==> src/rtl/key_sender.sv <==
// key_sender: host-to-lock key transmitter; strobes a..d one at a time, pulses enter,
// then waits for the lock's response and reports it to the host.
module key_sender #(
    parameter int GAP          = 2,
    parameter int RESP_TIMEOUT = 8
) (
    input  logic       clk,
    input  logic       reset,
    input  logic       start,
    input  logic [3:0] code,
    input  logic       abort,
    input  logic       lock,
    input  logic       alarm,
    output logic       ip_en,
    output logic       a,
    output logic       b,
    output logic       c,
    output logic       d,
    output logic       enter,
    output logic       ready,
    output logic       done,
    output logic [1:0] status
);
    localparam int GW = $clog2(GAP + 1);
    localparam int TW = $clog2(RESP_TIMEOUT + 1);
    localparam logic [GW-1:0] G_LAST = GW'(GAP - 1);
    localparam logic [TW-1:0] T_LAST = TW'(RESP_TIMEOUT - 1);

    typedef enum logic [2:0] {S_IDLE, S_KEY, S_GAP, S_ENTER, S_WAIT, S_DONE} state_t;

    state_t          state_q, state_d;
    logic [1:0]      step_q, step_d;
    logic [GW-1:0]   gcnt_q, gcnt_d;
    logic [TW-1:0]   tcnt_q, tcnt_d;
    logic [3:0]      code_q, code_d;
    logic [3:0]      lines_q, lines_d;
    logic [1:0]      status_q, status_d;
    logic [3:0]      key_bits;

    // The line being strobed shows its bit combinationally in its strobe cycle.
    assign key_bits = (state_q == S_KEY) ? (code_q & (4'b1000 >> step_q)) : 4'b0000;

    always_ff @(posedge clk or negedge reset) begin
        if (!reset) begin
            state_q  <= S_IDLE;
            step_q   <= '0;
            gcnt_q   <= '0;
            tcnt_q   <= '0;
            code_q   <= '0;
            lines_q  <= '0;
            status_q <= '0;
        end else begin
            state_q  <= state_d;
            step_q   <= step_d;
            gcnt_q   <= gcnt_d;
            tcnt_q   <= tcnt_d;
            code_q   <= code_d;
            lines_q  <= lines_d;
            status_q <= status_d;
        end
    end

    always_comb begin
        state_d  = state_q;
        step_d   = step_q;
        gcnt_d   = gcnt_q;
        tcnt_d   = tcnt_q;
        code_d   = code_q;
        lines_d  = lines_q | key_bits;
        status_d = status_q;
        case (state_q)
            S_IDLE: if (start) begin
                state_d  = S_KEY;
                step_d   = 2'd0;
                code_d   = code;
                status_d = 2'b00;
            end
            S_KEY: begin
                state_d = S_GAP;
                gcnt_d  = '0;
            end
            S_GAP: if (gcnt_q == G_LAST) begin
                state_d = (step_q == 2'd3) ? S_ENTER : S_KEY;
                step_d  = step_q + 2'd1;
            end else begin
                gcnt_d = gcnt_q + 1'b1;
            end
            S_ENTER: begin
                state_d = S_WAIT;
                tcnt_d  = '0;
            end
            S_WAIT: if (alarm) begin
                state_d  = S_DONE;
                status_d = 2'b11;
            end else if (!lock) begin
                state_d  = S_DONE;
                status_d = 2'b01;
            end else if (tcnt_q == T_LAST) begin
                state_d  = S_DONE;
                status_d = 2'b10;
            end else begin
                tcnt_d = tcnt_q + 1'b1;
            end
            S_DONE: begin
                state_d = S_IDLE;
                lines_d = 4'b0000;
            end
            default: state_d = S_IDLE;
        endcase
        // Abort overrides any same-cycle response or sequencing decision.
        if (abort && state_q inside {S_KEY, S_GAP, S_ENTER, S_WAIT}) begin
            state_d  = S_DONE;
            status_d = 2'b10;
        end
    end

    assign ip_en        = (state_q == S_KEY);
    assign {a, b, c, d} = lines_q | key_bits;
    assign enter        = (state_q == S_ENTER);
    assign ready        = (state_q == S_IDLE);
    assign done         = (state_q == S_DONE);
    assign status       = status_q;
endmodule

==> config.mk <==
export PLATFORM = sky130hd
export DESIGN_NAME = key_sender
export DESIGN_NICKNAME = d
export VERILOG_FILES = /design/src/rtl/key_sender.sv
export SDC_FILE = /design/constraint.sdc
export NUM_CORES = 1
export LEC_CHECK = 0
export ABC_AREA = 1
export CAP_MARGIN = 40
export CORE_AREA = 2 2 46 56
export DETAILED_ROUTE_END_ITERATION = 8
export DIE_AREA = 0 0 48 58
export PLACE_DENSITY_LB_ADDON = 0.08
export SLEW_MARGIN = 15
export SYNTH_ARGS = -nofsm -noshare
export SYNTH_HDL_FRONTEND = slang
export SYNTH_SLANG_ARGS = --single-unit
==> constraint.sdc <==
create_clock -name clk -period 1.5 [get_ports clk]
set_input_delay 0.45 -clock clk [delete_from_list [all_inputs] [get_ports clk]]
set_output_delay 0.45 -clock clk [all_outputs]
set_load 0.01 [all_outputs]
==> impl_summary.md, run 1 <==
Timing
The minimum hold slack is 468.9 ps. The final clock period utilization by the worst path is 122.6%. The worst setup skew after layout is 3.088 ps. The post-route setup TNS is -2369 ps. The timing-limited maximum frequency is 543.6 MHz. Setup repair after global routing could not meet its margin everywhere. The number of hold violations in the final report is 0. The max-slew violation count was 0.

The smallest clock period supported by the final layout is computed as 1840 ps. The pin slew with the least headroom to its limit is 422.8 ps. The worst max-slew margin expressed relative to the limit is 71.71%. The slack of the critical path is -339.6 ps. The final count of negative-setup-slack endpoints is 16.

Setup path
STA classifies the critical path endpoint as a primary output. For the worst setup path, the data required time is 1050 ps. Data arrives at the worst endpoint at 1390 ps. The cell that appears most often on the critical path is buf_6. The critical path goes through inv_2 > nand2_4 > nor2_4 > buf_6 > nand3_4 > nand2_2 > buf_6.

Counting both buffers and inverters, the worst setup path holds a total of 3. On the critical path the largest part of the delay comes from flip-flops. The delay of the slowest critical-path stage is 430 ps. The worst setup path category is reg2out.

The worst-path cell with the longest stage delay is dfrtp_1. The highest net fanout along the worst path is 5. STA classifies the critical path startpoint as a flop.

Yosys
Averaged over all synthesized cells, the footprint is 8.719 sq um. The share of synthesized flip-flops with an asynchronous set or reset is 100.0%. In the synthesized netlist the dominant register cell turns out to be dfrtp_1. The cell area after technology mapping is 0.001099 sq mm. The Yosys warning count is 0. The net count of the mapped netlist is 142. After synthesis, flip-flops and latches occupy 47.84% of the total area. The fraction of post-synthesis cell area in the top cell type by area is 47.84%. The largest total area in the synthesized netlist belongs to dfrtp_1.

Synthesis produced a netlist whose cell count is 126. Counting flops with a built-in enable in the synthesized netlist gives 0. After synthesis, the netlist uses 21 different library cells. In the post-synthesis netlist, the biggest area contributors are dfrtp_1 (48%), nand2_1 (9.6%), ha_1 (6.8%), nand3_1 (5.5%), inv_1 (5.1%).

Counting flops and latches in the post-synthesis netlist gives 21.

Floorplanning
The initial utilization of the core area, before any placement, comes to 48.64%. The die extent in x is 48 microns. Pin placement for this block handled 20 I/O pins. The floorplan has 19 rows. The die covers 0.002784 sq mm. In this run the vertical extent of the chip is 58 microns. The placeable core region is 0.002258 sq mm.

Routing
The number of DRC violations after detailed-routing iteration 0 is 7. The average vias per placed instance is 5.009. The via count is 1057. For this run, design rule violations remaining after detail routing come to 0. The first detailed-routing pass took 6 iterations.

Once detail routing completed, the nets flagged for antenna violations numbered 0. The routed design has 2619 microns of wire. Dividing the detail-routed wire length by the instance count gives 12.41 microns.

Finish
In the layout the commonest cells are buf_4 (27), nand2_1 (22), dfrtp_1 (21). The share of cells above drive strength 1 is 42.78%. The layout overhead on the synthesized area is 60.25%.

Summing all multi-input logic gate instances after layout gives 663.1 sq um. The antenna diode count is 0. The final cell count without fillers is 211. The footprint of the flip-flops and latches is 525.5 sq um.

The most common library cell in the layout ignoring fill and taps is buf_4. The number of nets in the final layout is 197. The fill cell instance count of the final layout is 150.

Clocking
The TritonCTS buffer count is 3. At the later pin of the worst-skew pair, clock insertion delay measures 310 ps. The TritonCTS clock tree is built. The root buffer cell chosen for the clock tree is clkbuf_4. The total number of H-tree levels is 1. The number of buffers on the longest clock path is 2. CTS saw 21 sinks. After clock tree synthesis, the clock-pin slew on the worst setup and hold paths is 120 ps.

Status
The run finished, with violations left. The final reports fail on negative setup slack.

Min path
The kind of path behind the tightest hold check is in2async.

Pwr
The proportion of power drawn by combinational gates is 61.0%. The total power per unit cell area is 1750 mW/mm^2. The final total power is 3.081 mW. The internal power contribution is 1.809 mW. IR analysis of the VDD net gives a maximum drop of 1.116 mV.

The part of the power in registers is 29.9%. In this run switching power makes up 41.30% of total power. The clock network fraction of total power is 9.1%. For this design the total switching power over the nets is 1.273 mW. Summed over all cells, the static leakage comes to 0.8757 nW.

Flow run
The total of max-cap violations is 0.

Placement
The estimated wirelength of the detail-placed design is 1830 microns. During placement, the flow inserted port buffers numbering 19. Including well taps, the total number of placed cells is 195. The routability congestion estimate is 0.7426.

GRT
The all-layer global routing usage is 19.81%. The first global-routing pass estimated 4015 microns of wire. The number of antenna violations at the first check in global routing came to 0. The largest net degree at the start of global routing is 22. For this run the aggregate overflow at the end of global routing stands at 0.

The via count of the first global-routing pass came to 1018.
## power groups by stage
stage | clock network [mW] | registers [mW] | logic (mW)
finish | 0.279 | 0.923 | 1.88
global route | 0.314 | 0.942 | 2.02
CTS | 0.283 | 0.903 | 1.48
detailed placement | 0 | 0.896 | 1.36
global placement | 0 | 0.885 | 1.33
floorplan | 0 | 0.902 | 0.707
## worst reg2reg max path, cell delays in order (launching register included)
cell     delay (ps)
dfrtp_1         430
buf_4           150
buf_6           120
nor2_4          100
buf_6           130
nand2_8          70
nor2_4          180
nand3_4         110
nand3_2         110
nand2_1          60
nand2_1          50
## flip-flops by register name, summed over array words and instances (netlist names)
register and count:
tcnt_q 4, lines_q 4, status 2, state_q 3
code_q 4, step_q 2, gcnt_q 2
## per-stage QoR
step	instance area (sq um)	util, %	setup WS (ps)
4_1_cts	1569	69.47	-312.2
2_1_floorplan	1099	-	19.61
3_3_place_gp	1470	65.10	-366.2
5_1_grt	1760	77.95	-403.8
3_5_place_dp	1470	65.10	-393.1
6_report	1760	77.95	-339.6
## synthesized netlist by cell type, drive strengths merged (4+ instances only)
master	n
nand3	15
nand2	30
ha	6
o21ai	8
inv	17
mux2	4
a21oi	6
nor2	13
dfrtp	21
## cell type report
cell class                      instances  share of cell area (%)
Clock buffer                            3                   1.279
Clock inverter                          1                  0.2843
Sequential cell                        21                   29.85
Inverter                               17                   3.767
Timing Repair Buffer                   50                   24.95
Multi-Input combinational cell         88                   37.67
Tap cell                               31                   2.203
## final timing paths
check,start,end,slack (ps),cells past startpoint
setup / recovery,state_q[1],c,-340,7
hold / removal,reset,step_q[1],470,2
setup reg to reg,state_q[1],status[0],-50,10
hold reg to reg,status[1],status[1],490,2
min in group clk,status[1],status[1],490,2
max in group asynchronous,reset,step_q[0],820,2
## routing by layer
layer	global-route usage (%)	routed length (microns)	part of all wire [%]
met2	37.33	1530	58
met1	21.57	968	37
met3	3.427	79	3.0
met5	0	0	0
met4	4.633	40	1.5
## cell families after synthesis
family / share of synthesized area, %
DFF: 47.84
adders and majority gates: 6.834
buffers and inverters: 5.809
xor gates and xnor gates: 0.7974
and+or+nand+nor: 26.42
AOI/OAI and AO/OA: 8.200
muxes: 4.100
## repair_timing
item / in CTS / in global routing
resized for setup: 48 / 35
setup buffers: 7 / 6
endpoints found under the hold margin: 0 / 0
pin swaps: 2 / 10
setup endpoints to repair: 10 / 17
hold buffers: 0 / 0
No activity file was read; power rests on OpenSTA's default activity.
==> run 2, diff against run 1 <==
Settings changed: CAP_MARGIN 40 to 20.
==> results of run 2 <==
Same layout as run 1: the final DEF is identical, and so are final timing and power.
==> run 3, diff against run 2 <==
Settings changed: CTS_CLUSTER_SIZE set to 25, SKIP_CTS_REPAIR_TIMING set to 1.
==> run 3 against run 2 <==
  * The run still ends with negative setup slack left
  * Die area stayed put
  * Critical path depth did not move
  * Register-to-register slack gained 20 ps
  * Global-route usage down 1.6 points
  * Clock-buffer cell count unchanged
  * Cell count decreased by 1.9%
  * Largest power group unchanged
==> impl_summary.md, run 3 (same netlist as run 1, synthesis figures left out) <==
Clocking
The latest clock arrival within the worst-skew pair is 300 ps (about the same). The number of buffers on the longest clock path is 2 (unchanged). The total number of H-tree levels is 1 (unchanged). TritonCTS built the clock tree. The number of sinks on the clock net is 21 (unchanged). The TritonCTS buffer count is 3 (unchanged). CTS placed an instance of clkbuf_4 at the clock tree root.

The clock-pin slew of the registers on the worst-case setup and hold paths is 120 ps (about the same).

Routing
The total wirelength of the detailed-routed design is 2645 microns (+0.99%). The number of DRC violations after detailed-routing iteration 0 is 22 (+15). The via count was 1024 (-3.1%).

The remaining routing DRC violations came to 0 (unchanged). The average vias per placed instance came to 4.947 (-1.3%). The number of antenna-violating nets in the routed design is 0 (unchanged). The first-pass iteration count of the detailed router came to 4 (-2). The final routed wire length divided by cell count is 12.78 microns (+2.9%).

Floorplanning
The placeable core region is 0.002258 sq mm (unchanged). The boundary pin count came to 20 (unchanged). The starting utilization of the core area is 48.64% (unchanged). The height of the die is 58 microns (unchanged). The die extent in x is 48 microns (unchanged). The area enclosed by the die boundary came to 0.002784 sq mm (unchanged). The standard-cell row count was 19 (unchanged).

Setup path
The worst setup path category is reg2out. Among cell families on the critical path, the largest total delay comes from flip-flops. The arrival time of data at the critical path endpoint is 1350 ps (-40 ps). The required time at the endpoint of the critical path came to 1050 ps (about the same). The worst setup path is launched from a flop. Among all stages on the critical path, the largest delay is contributed by dfrtp_1. The highest net fanout along the worst path was 4 (-1).

The worst setup path is captured at a primary output. The count of buffering cells on the critical path with inverters included is 3 (unchanged). The signal on the critical path passes through inv_2 > nand2_2 > nor2_4 > buf_6 > nand3_2 > nand2_1 > buf_2. The delay of the slowest critical-path stage is 410 ps (-20 ps).

Timing
Setup repair after global routing could not meet its margin everywhere. The worst setup skew after layout is 4.246 ps (+1.159 ps). The number of hold violations in the final report is 0 (unchanged).

The shortest period the worst path allows came to 1796 ps (-43.39 ps). The timing-limited maximum frequency is 556.7 MHz (+2.4%). The final clock period utilization by the worst path is 119.7% (-2.9 points).

The pin slew with the least headroom to its limit is 423.4 ps (+0.5726 ps). The worst max-slew margin expressed relative to the limit was 71.67% (about the same). The max-slew violation count is 0 (unchanged). The slack of the critical path is -296.2 ps (+43.39 ps). The final count of negative-setup-slack endpoints is 12 (-4).

Status
The flow ran to the end, but the final reports show violations. The final reports fail on negative setup slack.

Min path
The worst hold path belongs to the class in2async.

GRT
The via count of the first global-routing pass is 969 (-4.8%). The largest net degree at the start of global routing is 22 (unchanged). The all-layer global routing usage came to 18.23% (-1.6 points). The aggregate global routing overflow came to 0 (unchanged). The first-pass GRT wire length is 3712 microns (-7.5%). The number of antenna violations at the first check in global routing is 0 (unchanged).

Pwr
The peak supply drop was 1.033 mV (-7.5%). The leakage power of the design was 0.8616 nW (-1.6%). The total power per unit cell area is 1765 mW/mm^2 (+0.83%).

Placement
The estimated wirelength of the detail-placed design was 1830 microns (unchanged). The total of buffers placed on input and output ports is 19 (unchanged). The total placed instance area came to 0.001470 sq mm (unchanged). The routability congestion estimate was 0.7426 (unchanged).

Finish
The library cell used most frequently in the layout, excluding fill and tap cells, is nand2_1. The antenna diode count was 0 (unchanged). Compared with the post-synthesis result, the final layout area differs by 51.25%. The share of cells above drive strength 1 is 39.20% (-3.6 points). The share of the core filled with cells is 73.57% (-4.4 points).

In the final layout, the registers with the most flip-flops are code_q: 4 flops, lines_q: 4 flops, tcnt_q: 4 flops. The number of nets in the final layout is 193 (-2.0%). Leaving out fill and tap cells, the most frequent cells in the layout are nand2_1 (24), buf_4 (23), dfrtp_1 (21). The final instance area is 0.001662 sq mm (-5.6%).

Flow run
The total of max-cap violations was 0 (unchanged).
run 3: cell type report:
class,instances,area (sq um)
clock inverters,1,5.005
inverters,17,66.31
fillers,166,596.8
multi-input cells,88,611.8
well taps,31,38.79
flip-flops and latches,21,525.5
repair buffers,46,391.6
clock buffers,3,22.52
run 3: report_power, final:
part           switching (mW)  internal, mW
combinational           0.886         0.861
clock                   0.178        0.0993
sequential              0.142         0.766
total                    1.21          1.73
run 3: metal layers:
layer | global-route usage (%) | part of all wire (%)
met2 | 34.10 | 57
met5 | 0 | 0
met1 | 19.76 | 38
met3 | 3.427 | 3.4
met4 | 4.633 | 1.4
run 3: path summary, 6_finish.rpt:
path / startpoint / to / slack, ps / cells past startpoint
setup / recovery: state_q[1] / b / -300 / 7
hold / removal: reset / state_q[0] / 470 / 2
setup reg to reg: state_q[1] / status[0] / -30 / 10
hold reg to reg: status[0] / status[0] / 500 / 2
max in group asynchronous: reset / code_q[1] / 810 / 2
min in group clk: status[0] / status[0] / 500 / 2
run 3: per-stage QoR:
stage	power [mW]	instances	setup WS, ps	setup TNS, ps	hold WS [ps]
final	2.933	207	-296.2	-2141	471.2
after detailed placement	2.260	195	-393.1	-3821	462.0
after CTS	2.540	199	-757.8	-5835	471.6
after global routing	3.132	207	-387.5	-3434	485.2
after floorplan	1.608	126	19.61	0	154.4
after global placement	2.214	195	-366.2	-3441	458.6
